### src/rtl/change_return_sequencer.sv
// Change-return sequencer: on a return request or wait-time expiry, latches the
// balance and pays it out greedily, one coin per ready cycle, reporting each coin upstream.
module change_return_sequencer #(
    parameter int TOTAL_BITS = 31,
    parameter int COIN0_VAL  = 100,
    parameter int COIN1_VAL  = 500,
    parameter int COIN2_VAL  = 1000
) (
    input  logic                  clk,
    input  logic                  reset_n,
    input  logic                  i_trigger_return,
    input  logic [31:0]           wait_time,
    input  logic [TOTAL_BITS-1:0] current_total,
    input  logic                  i_dispense_ready,
    output logic [2:0]            o_return_coin,
    output logic                  o_return_valid,
    output logic [TOTAL_BITS-1:0] o_total_dec,
    output logic                  o_busy,
    output logic                  o_done,
    output logic [TOTAL_BITS-1:0] o_residual
);

    localparam logic [TOTAL_BITS-1:0] C0 = TOTAL_BITS'(COIN0_VAL);
    localparam logic [TOTAL_BITS-1:0] C1 = TOTAL_BITS'(COIN1_VAL);
    localparam logic [TOTAL_BITS-1:0] C2 = TOTAL_BITS'(COIN2_VAL);

    typedef enum logic [1:0] {IDLE, LOAD, DISPENSE, DONE} state_t;

    state_t                  state_q;
    logic [TOTAL_BITS-1:0]   remaining_q;
    logic [31:0]             prev_wait_q;
    logic [2:0]              coin_q;
    logic                    valid_q;
    logic [TOTAL_BITS-1:0]   dec_q;
    logic [TOTAL_BITS-1:0]   residual_q;

    logic                    timeout;
    logic                    start;
    logic [2:0]              sel_coin_d;
    logic [TOTAL_BITS-1:0]   sel_val_d;

    // Timeout fires only on the 1->0 transition, so a countdown parked at 0 never retriggers.
    assign timeout = (prev_wait_q == 32'd1) && (wait_time == 32'd0);
    assign start   = i_trigger_return | timeout;

    always_comb begin
        sel_coin_d = 3'b001;
        sel_val_d  = C0;
        if (remaining_q >= C2) begin
            sel_coin_d = 3'b100;
            sel_val_d  = C2;
        end else if (remaining_q >= C1) begin
            sel_coin_d = 3'b010;
            sel_val_d  = C1;
        end
    end

    always_ff @(posedge clk) begin
        if (!reset_n) begin
            state_q     <= IDLE;
            remaining_q <= '0;
            prev_wait_q <= '0;
            coin_q      <= '0;
            valid_q     <= 1'b0;
            dec_q       <= '0;
            residual_q  <= '0;
        end else begin
            prev_wait_q <= wait_time;
            coin_q      <= '0;
            valid_q     <= 1'b0;
            dec_q       <= '0;
            case (state_q)
                IDLE: if (start) state_q <= LOAD;
                LOAD: begin
                    remaining_q <= current_total;
                    state_q     <= DISPENSE;
                end
                DISPENSE: begin
                    if (remaining_q < C0) begin
                        residual_q <= remaining_q;
                        state_q    <= DONE;
                    end else if (i_dispense_ready) begin
                        coin_q      <= sel_coin_d;
                        valid_q     <= 1'b1;
                        dec_q       <= sel_val_d;
                        remaining_q <= remaining_q - sel_val_d;
                    end
                end
                DONE:    state_q <= IDLE;
                default: state_q <= IDLE;
            endcase
        end
    end

    assign o_return_coin  = coin_q;
    assign o_return_valid = valid_q;
    assign o_total_dec    = dec_q;
    assign o_residual     = residual_q;
    assign o_busy         = (state_q != IDLE);
    assign o_done         = (state_q == DONE);

endmodule

### config.mk
export PLATFORM = sky130hd
export DESIGN_NAME = change_return_sequencer
export DESIGN_NICKNAME = d
export VERILOG_FILES = /design/src/rtl/change_return_sequencer.sv
export SDC_FILE = /design/constraint.sdc
export NUM_CORES = 1
export LEC_CHECK = 0
export ABC_AREA = 1
export CAP_MARGIN = 0
export CORE_MARGIN = 4
export CORE_UTILIZATION = 39
export CTS_BUF_LIST = sky130_fd_sc_hd__clkbuf_4 sky130_fd_sc_hd__clkbuf_8
export DETAILED_ROUTE_END_ITERATION = 10
export GPL_ROUTABILITY_DRIVEN = 0
export PLACE_DENSITY = 0.66
export RECOVER_POWER = 25
export REMOVE_ABC_BUFFERS = 1
export SLEW_MARGIN = 20
export SYNTH_ARGS = -nofsm -noshare
export SYNTH_HDL_FRONTEND = slang
export SYNTH_SLANG_ARGS = --single-unit
### constraint.sdc
create_clock -name clk -period 4.23 [get_ports clk]
set_input_delay 0.423 -clock clk [delete_from_list [all_inputs] [get_ports clk]]
set_output_delay 0.423 -clock clk [all_outputs]
set_load 0.02 [all_outputs]
==> results of run 1 <==
-- where the power goes --
part,switching [uW],internal (uW),total [uW],leakage [uW]
clock,371,226,598,0.0000940
combinational,1900,1050,2950,0.00200
sequential,206,1150,1360,0.000852
-- cells in the mapped netlist, types with 3 or more instances --
| cell | number |
|---|---|
| a21oi_1 | 44 |
| a21oi_2 | 3 |
| buf_2 | 4 |
| buf_4 | 27 |
| clkbuf_1 | 17 |
| dfxtp_1 | 104 |
| ha_1 | 8 |
| inv_1 | 88 |
| inv_2 | 4 |
| nand2_1 | 162 |
| nand2_2 | 7 |
| nand2_4 | 6 |
| nand3_1 | 41 |
| nand3_2 | 3 |
| nand3b_1 | 3 |
| nand4_1 | 13 |
| nor2_1 | 127 |
| nor2_2 | 4 |
| nor2_4 | 6 |
| nor3_1 | 6 |
| nor4_1 | 15 |
| o21ai_0 | 19 |
| o21ai_1 | 8 |
-- layout make-up --
cell class,instances,area share
multi-input combinational,524,0.394
clock buffer,9,0.0189
inverter,93,0.0532
clock inverter,7,0.00935
sequential,104,0.317
timing repair buffer,116,0.174
tap,176,0.0336
-- worst min-delay path: cells and delay by family, from the launching register on --
family           cells  cell delay (ns)
AND/OR/NAND/NOR      2             0.09
flip-flops           1             0.32
-- routing by layer --
layer  share of wire  GRT usage  vias up
met3           0.067     0.0477       10
met5               0          0        -
met2            0.45      0.266      129
met4          0.0085     0.0353        0
met1            0.48      0.228     2088
li1                -          -     2529
-- registers in the layout (all words and copies together), names as in the netlist --
name,cells
state_q,2
o_return_coin,2
prev_wait_q,32
remaining_q,31
o_return_valid,1
o_residual,31
o_total_dec,5
-- worst max path at each step --
stage                                  from                           end  slack [ns]  cells after the start
2_1_floorplan       state_q[0]$_SDFFE_PN0P_  remaining_q[10]$_SDFFE_PN0P_        0.51                     10
5_1_grt             state_q[0]$_SDFFE_PN0P_  remaining_q[28]$_SDFFE_PN0P_        0.61                     11
6_report            state_q[0]$_SDFFE_PN0P_  remaining_q[13]$_SDFFE_PN0P_        1.04                     11
3_3_place_gp   remaining_q[25]$_SDFFE_PN0P_  remaining_q[13]$_SDFFE_PN0P_        1.19                     13
4_1_cts        remaining_q[25]$_SDFFE_PN0P_  remaining_q[13]$_SDFFE_PN0P_        1.04                     13
3_5_place_dp   remaining_q[25]$_SDFFE_PN0P_  remaining_q[13]$_SDFFE_PN0P_        1.08                     13
-- metrics by stage --
step | util | setup WS, ns | cell area, sq um
finish | 0.497 | 1.04 | 6560
global route | 0.497 | 0.609 | 6560
CTS | 0.498 | 1.04 | 6570
detailed placement | 0.484 | 1.08 | 6380
global placement | 0.484 | 1.19 | 6380
floorplan | - | 0.510 | 5010
-- cells by family after synthesis --
group | share of synthesized area
compound gates | 0.0915
xor+xnor | 0.00669
fa+ha+maj | 0.0191
buf+inv | 0.125
flops | 0.398
other cells | 0.000716
simple gates | 0.359
==> impl_metrics.tcl, run 1 <==
set metrics [dict create \
    outcome "finished with violations" \
    failed_checks "max-capacitance violations, max-slew violations" \
    regArea_sq_mm 0.00208 \
    cpMaxStageDelayCell "clkbuf_1" \
    slew_viol_final 48 \
    wl_per_cell_um 12.3 \
    first_global_vias 4198 \
    via_per_inst 4.62 \
    crit_chain "inv_1 -> ha_1 -> clkinv_1 -> clkbuf_1 -> nor2_2 -> inv_2 -> nand2_2 -> buf_4 -> nor2_1 -> o21ai_1 -> a21oi_1" \
    setup_violations 0 \
    boundaryPins 135 \
    crit_path_max_fanout 30 \
    drtPass1Iterations 4 \
    insertion_delay_ns 0.39 \
    dp_cells 1013 \
    synth_area_per_cell_sq_um 6.98 \
    leakage_uw 0.00295 \
    drt_iter0_markers 324 \
    drtAntennaViolNets 0 \
    chipHeight_um 124 \
    grtUsageTotal 0.168 \
    fin_nets 923 \
    worstMarginPinSlew_ns 1.79 \
    critPathTopFamily "buffers and inverters" \
    most-common-layout-cells "nand2_1, nor2_1, clkdlybuf4s50_1" \
    crit_arrival_ns 3.51 \
    die-area_sq_mm 0.0153 \
    cts_tree "done" \
    drt_wl_total_um 12700 \
    fin_crit_sh 0.754 \
    fp.coreArea_sq_mm 0.0132 \
    cp.required_ns 4.55 \
    synth_cells 750 \
    rsz0062_at_grt "false" \
    clkTransAtPathRegs_ns 0.10 \
    hp-start "o_residual[8]$_SDFFE_PN0P_" \
    min_to "o_residual[8]$_SDFFE_PN0P_" \
    synth.top_cell.area_share 0.398 \
    port_buffers 111 \
    final_cells 1029 \
    crit_type "register to register" \
    diodes 0 \
    yosys.area.top_type "dfxtp_1" \
    hold_ws_ns 0.442 \
    start_util 0.397 \
    irDropWorstVdd_mv 0.414 \
    synth_area_leaders "dfxtp_1, nand2_1, nor2_1, inv_1, a21oi_1" \
    ys_ff_latch 104 \
    cts.sinks 104 \
    max_freq_ghz 0.313 \
    powerDensity_mw_per_mm2 748 \
    ff2ff_setup_slack_ns 1.04 \
    row_count 42 \
    grt_max_degree 48 \
    layout-area-overhead-vs-synth_pct 25.3 \
    fill_cells 1370 \
    r2r_end "remaining_q[13]$_SDFFE_PN0P_" \
    clockRootBuffer "clkbuf_8" \
    relSlewSlack -0.193 \
    hold_path.class "register to register" \
    cts_setup_buffers 0 \
    post-route-min-period_ns 3.19 \
    synthFlopType "dfxtp_1" \
    die-width_um 124 \
    cts_inserted_buffers 9 \
    whs_path_depth 2 \
    ys_types 47 \
    seq_area_frac_synth 0.398 \
    total_power_uw 4910 \
    grt.overflow.total 0 \
    htreeDepth 3 \
    cts_hold_buffers 0 \
    path_buf_inv 5 \
    timing.rr.start "state_q[0]$_SDFFE_PN0P_" \
    vias 4756 \
    ys_warn_count 0 \
    clock_path_buffers 2 \
    end_kind "register" \
    setup_tns_ns 0 \
    antenna_found_initial 0 \
    dp_hpwl_um 9370 \
    drive_gt1_frac 0.0727 \
    critPathMaxStageDelay_ns 0.62 \
    cts_resized 0 \
    drc 0 \
    finalHoldViolations 0 \
    start_kind "register" \
    async_flop_share 0 \
    multiInputGateArea_sq_mm 0.00258 \
    final.setup_skew_ns 0.0155 \
    grt_pass1_wl_um 20300 \
    synth_area_sq_mm 0.00524 \
    synth_enable_flop_cells 0 \
    drv_cap 1 \
    final_common_cell "nand2_1" \
    r2r_cells 11 \
]
(Power assumes the default switching activity.)
==> run 2: changes to the inputs <==
- PLACE_DENSITY: 0.66 -> 0.69
- clock period: 4.23 -> 2.7 ns (I/O delays scaled with it)
==> run 2 against run 1 <==
Net effect:
- highest routed layer unchanged
- the run now ends clean
- final area increased by 7.7%
- die area unchanged
- critical endpoint is now o_return_coin[0]$_SDFF_PP0_
- total power increased by 82%
- critical path type unchanged
==> impl_metrics.tcl, run 2 (synthesis results as in run 1) <==
set metrics [dict create \
    chipHeight_um 124 \
    r2r_cells 18 \
    end_kind "register" \
    fill_cells 1281 \
    hold_path.class "input pin to register" \
    htreeDepth 3 \
    start_util 0.397 \
    antenna_found_initial 0 \
    port_buffers 111 \
    first_global_vias 4546 \
    cts_hold_buffers 0 \
    drive_gt1_frac 0.149 \
    drtAntennaViolNets 0 \
    fin_crit_sh 0.982 \
    vias 5089 \
    regArea_sq_mm 0.00209 \
    worstMarginPinSlew_ns 0.955 \
    cts_tree "done" \
    leakage_uw 0.00321 \
    start_kind "register" \
    via_per_inst 4.72 \
    final.setup_skew_ns 0.0128 \
    r2r_end "o_return_coin[0]$_SDFF_PP0_" \
    grt.overflow.total 0 \
    setup_violations 0 \
    switchingPower_uw 4310 \
    max_freq_ghz 0.377 \
    diodes 0 \
    cts_inserted_buffers 9 \
    hp-start "wait_time[28]" \
    utilization 0.535 \
    clock_path_buffers 2 \
    switching_share 0.483 \
    finalHoldViolations 0 \
    hold_ws_ns 0.421 \
    clkTransAtPathRegs_ns 0.10 \
    irDropWorstVdd_mv 0.598 \
    cp.required_ns 3.02 \
    drv_cap 0 \
    power_frac_seq 0.227 \
    multiInputGateArea_sq_mm 0.00269 \
    die-width_um 124 \
    layout-area-overhead-vs-synth_pct 34.9 \
    drtPass1Iterations 5 \
    dpl_worst_slack_ns -0.0141 \
    crit_type "register to register" \
    boundaryPins 135 \
    setup_tns_ns 0 \
    top_register "prev_wait_q" \
    whs_path_depth 3 \
    final_common_cell "nand2_1" \
    drt_iter0_markers 294 \
    slew_viol_final 0 \
    wl_per_cell_um 12.5 \
    rsz0062_at_grt "true" \
    fp.coreArea_sq_mm 0.0132 \
    most-common-layout-cells "nand2_1, nor2_1, clkdlybuf4s50_1" \
    relSlewSlack 0.364 \
    largest_reg_flops 32 \
    row_count 42 \
    crit_arrival_ns 2.97 \
    outcome "finished, final reports clean" \
    die-area_sq_mm 0.0153 \
    crit_path_max_fanout 5 \
    grt_pass1_wl_um 21100 \
    grtUsageTotal 0.171 \
    clockPowerShare 0.107 \
    cts.sinks 104 \
    min_to "prev_wait_q[28]$_SDFF_PN0_" \
    clockRootBuffer "clkbuf_8" \
    fin_nets 972 \
    grt_max_degree 47 \
    p_comb_frac 0.666 \
    p_int_uw 4610 \
    powerDensity_mw_per_mm2 1260 \
    drt_wl_total_um 13500 \
    post-route-min-period_ns 2.65 \
    dp_hpwl_um 9700 \
    drc 0 \
    ff2ff_setup_slack_ns 0.05 \
    insertion_delay_ns 0.39 \
    timing.rr.start "remaining_q[23]$_SDFFE_PN0P_" \
    timing.final.ws_setup_ns 0.0491 \
]
==> run 2: worst max-delay path, stage by stage, from the launching register on <==
cell,delay [ns]
dfxtp_2,0.36
nor2_1,0.14
nand2_2,0.08
nor2_2,0.13
nand2_4,0.11
nor3b_4,0.22
nand2_2,0.13
buf_4,0.15
buf_4,0.12
buf_4,0.12
buf_4,0.12
buf_4,0.12
buf_4,0.12
buf_4,0.13
buf_4,0.12
buf_4,0.12
buf_4,0.12
buf_4,0.12
nor2_2,0.08
==> run 2: repair_timing <==
action                                 CTS  global route
setup endpoints to repair                4            24
buffers inserted                        12             7
pin swaps                                4            18
endpoints found under the hold margin    0             0
gates resized for setup                  2            27
==> run 2: metal layers <==
layer,track usage,routed length (um)
met5,0,0
met4,0.0651,242
met3,0.0468,951
met2,0.268,5980
met1,0.225,6290
==> run 2: power groups by stage <==
stage | Combinational (uW) | Clock (uW) | Sequential [uW]
floorplan | 3550 | 0 | 2120
global placement | 5150 | 0 | 2030
detailed placement | 5140 | 0 | 2040
CTS | 5440 | 991 | 2000
global route | 6590 | 1040 | 2060
finish | 5950 | 951 | 2030
==> run 2: how the worst max path moves through the flow <==
stage                            startpoint                           end  slack (ns)  depth (start not counted)
2_1_floorplan       state_q[0]$_SDFFE_PN0P_  remaining_q[10]$_SDFFE_PN0P_       -1.02                         10
3_3_place_gp   remaining_q[11]$_SDFFE_PN0P_  remaining_q[17]$_SDFFE_PN0P_        0.02                         17
3_5_place_dp   remaining_q[25]$_SDFFE_PN0P_  remaining_q[28]$_SDFFE_PN0P_       -0.01                         20
4_1_cts        remaining_q[26]$_SDFFE_PN0P_  remaining_q[25]$_SDFFE_PN0P_      0.0007                         19
5_1_grt        remaining_q[28]$_SDFFE_PN0P_  remaining_q[28]$_SDFFE_PN0P_       -0.10                         20
6_report       remaining_q[23]$_SDFFE_PN0P_   o_return_coin[0]$_SDFF_PP0_        0.05                         18
==> run 2: stage by stage <==
stage | cell area, sq um | power (uW) | cells
final | 7060 | 8930 | 1078
after CTS | 6900 | 8430 | 1071
after floorplan | 5010 | 5670 | 721
after detailed placement | 6620 | 7170 | 1043
after global placement | 6620 | 7180 | 1043
after global routing | 7060 | 9690 | 1078
==> run 2: cell type report <==
class                      count  share of cell area
clock inverter                 6             0.00850
clock buffer                  10              0.0186
multi-input combinational    524               0.380
tap                          176              0.0312
sequential                   104               0.296
inverter                      93              0.0498
timing repair buffer         165               0.216
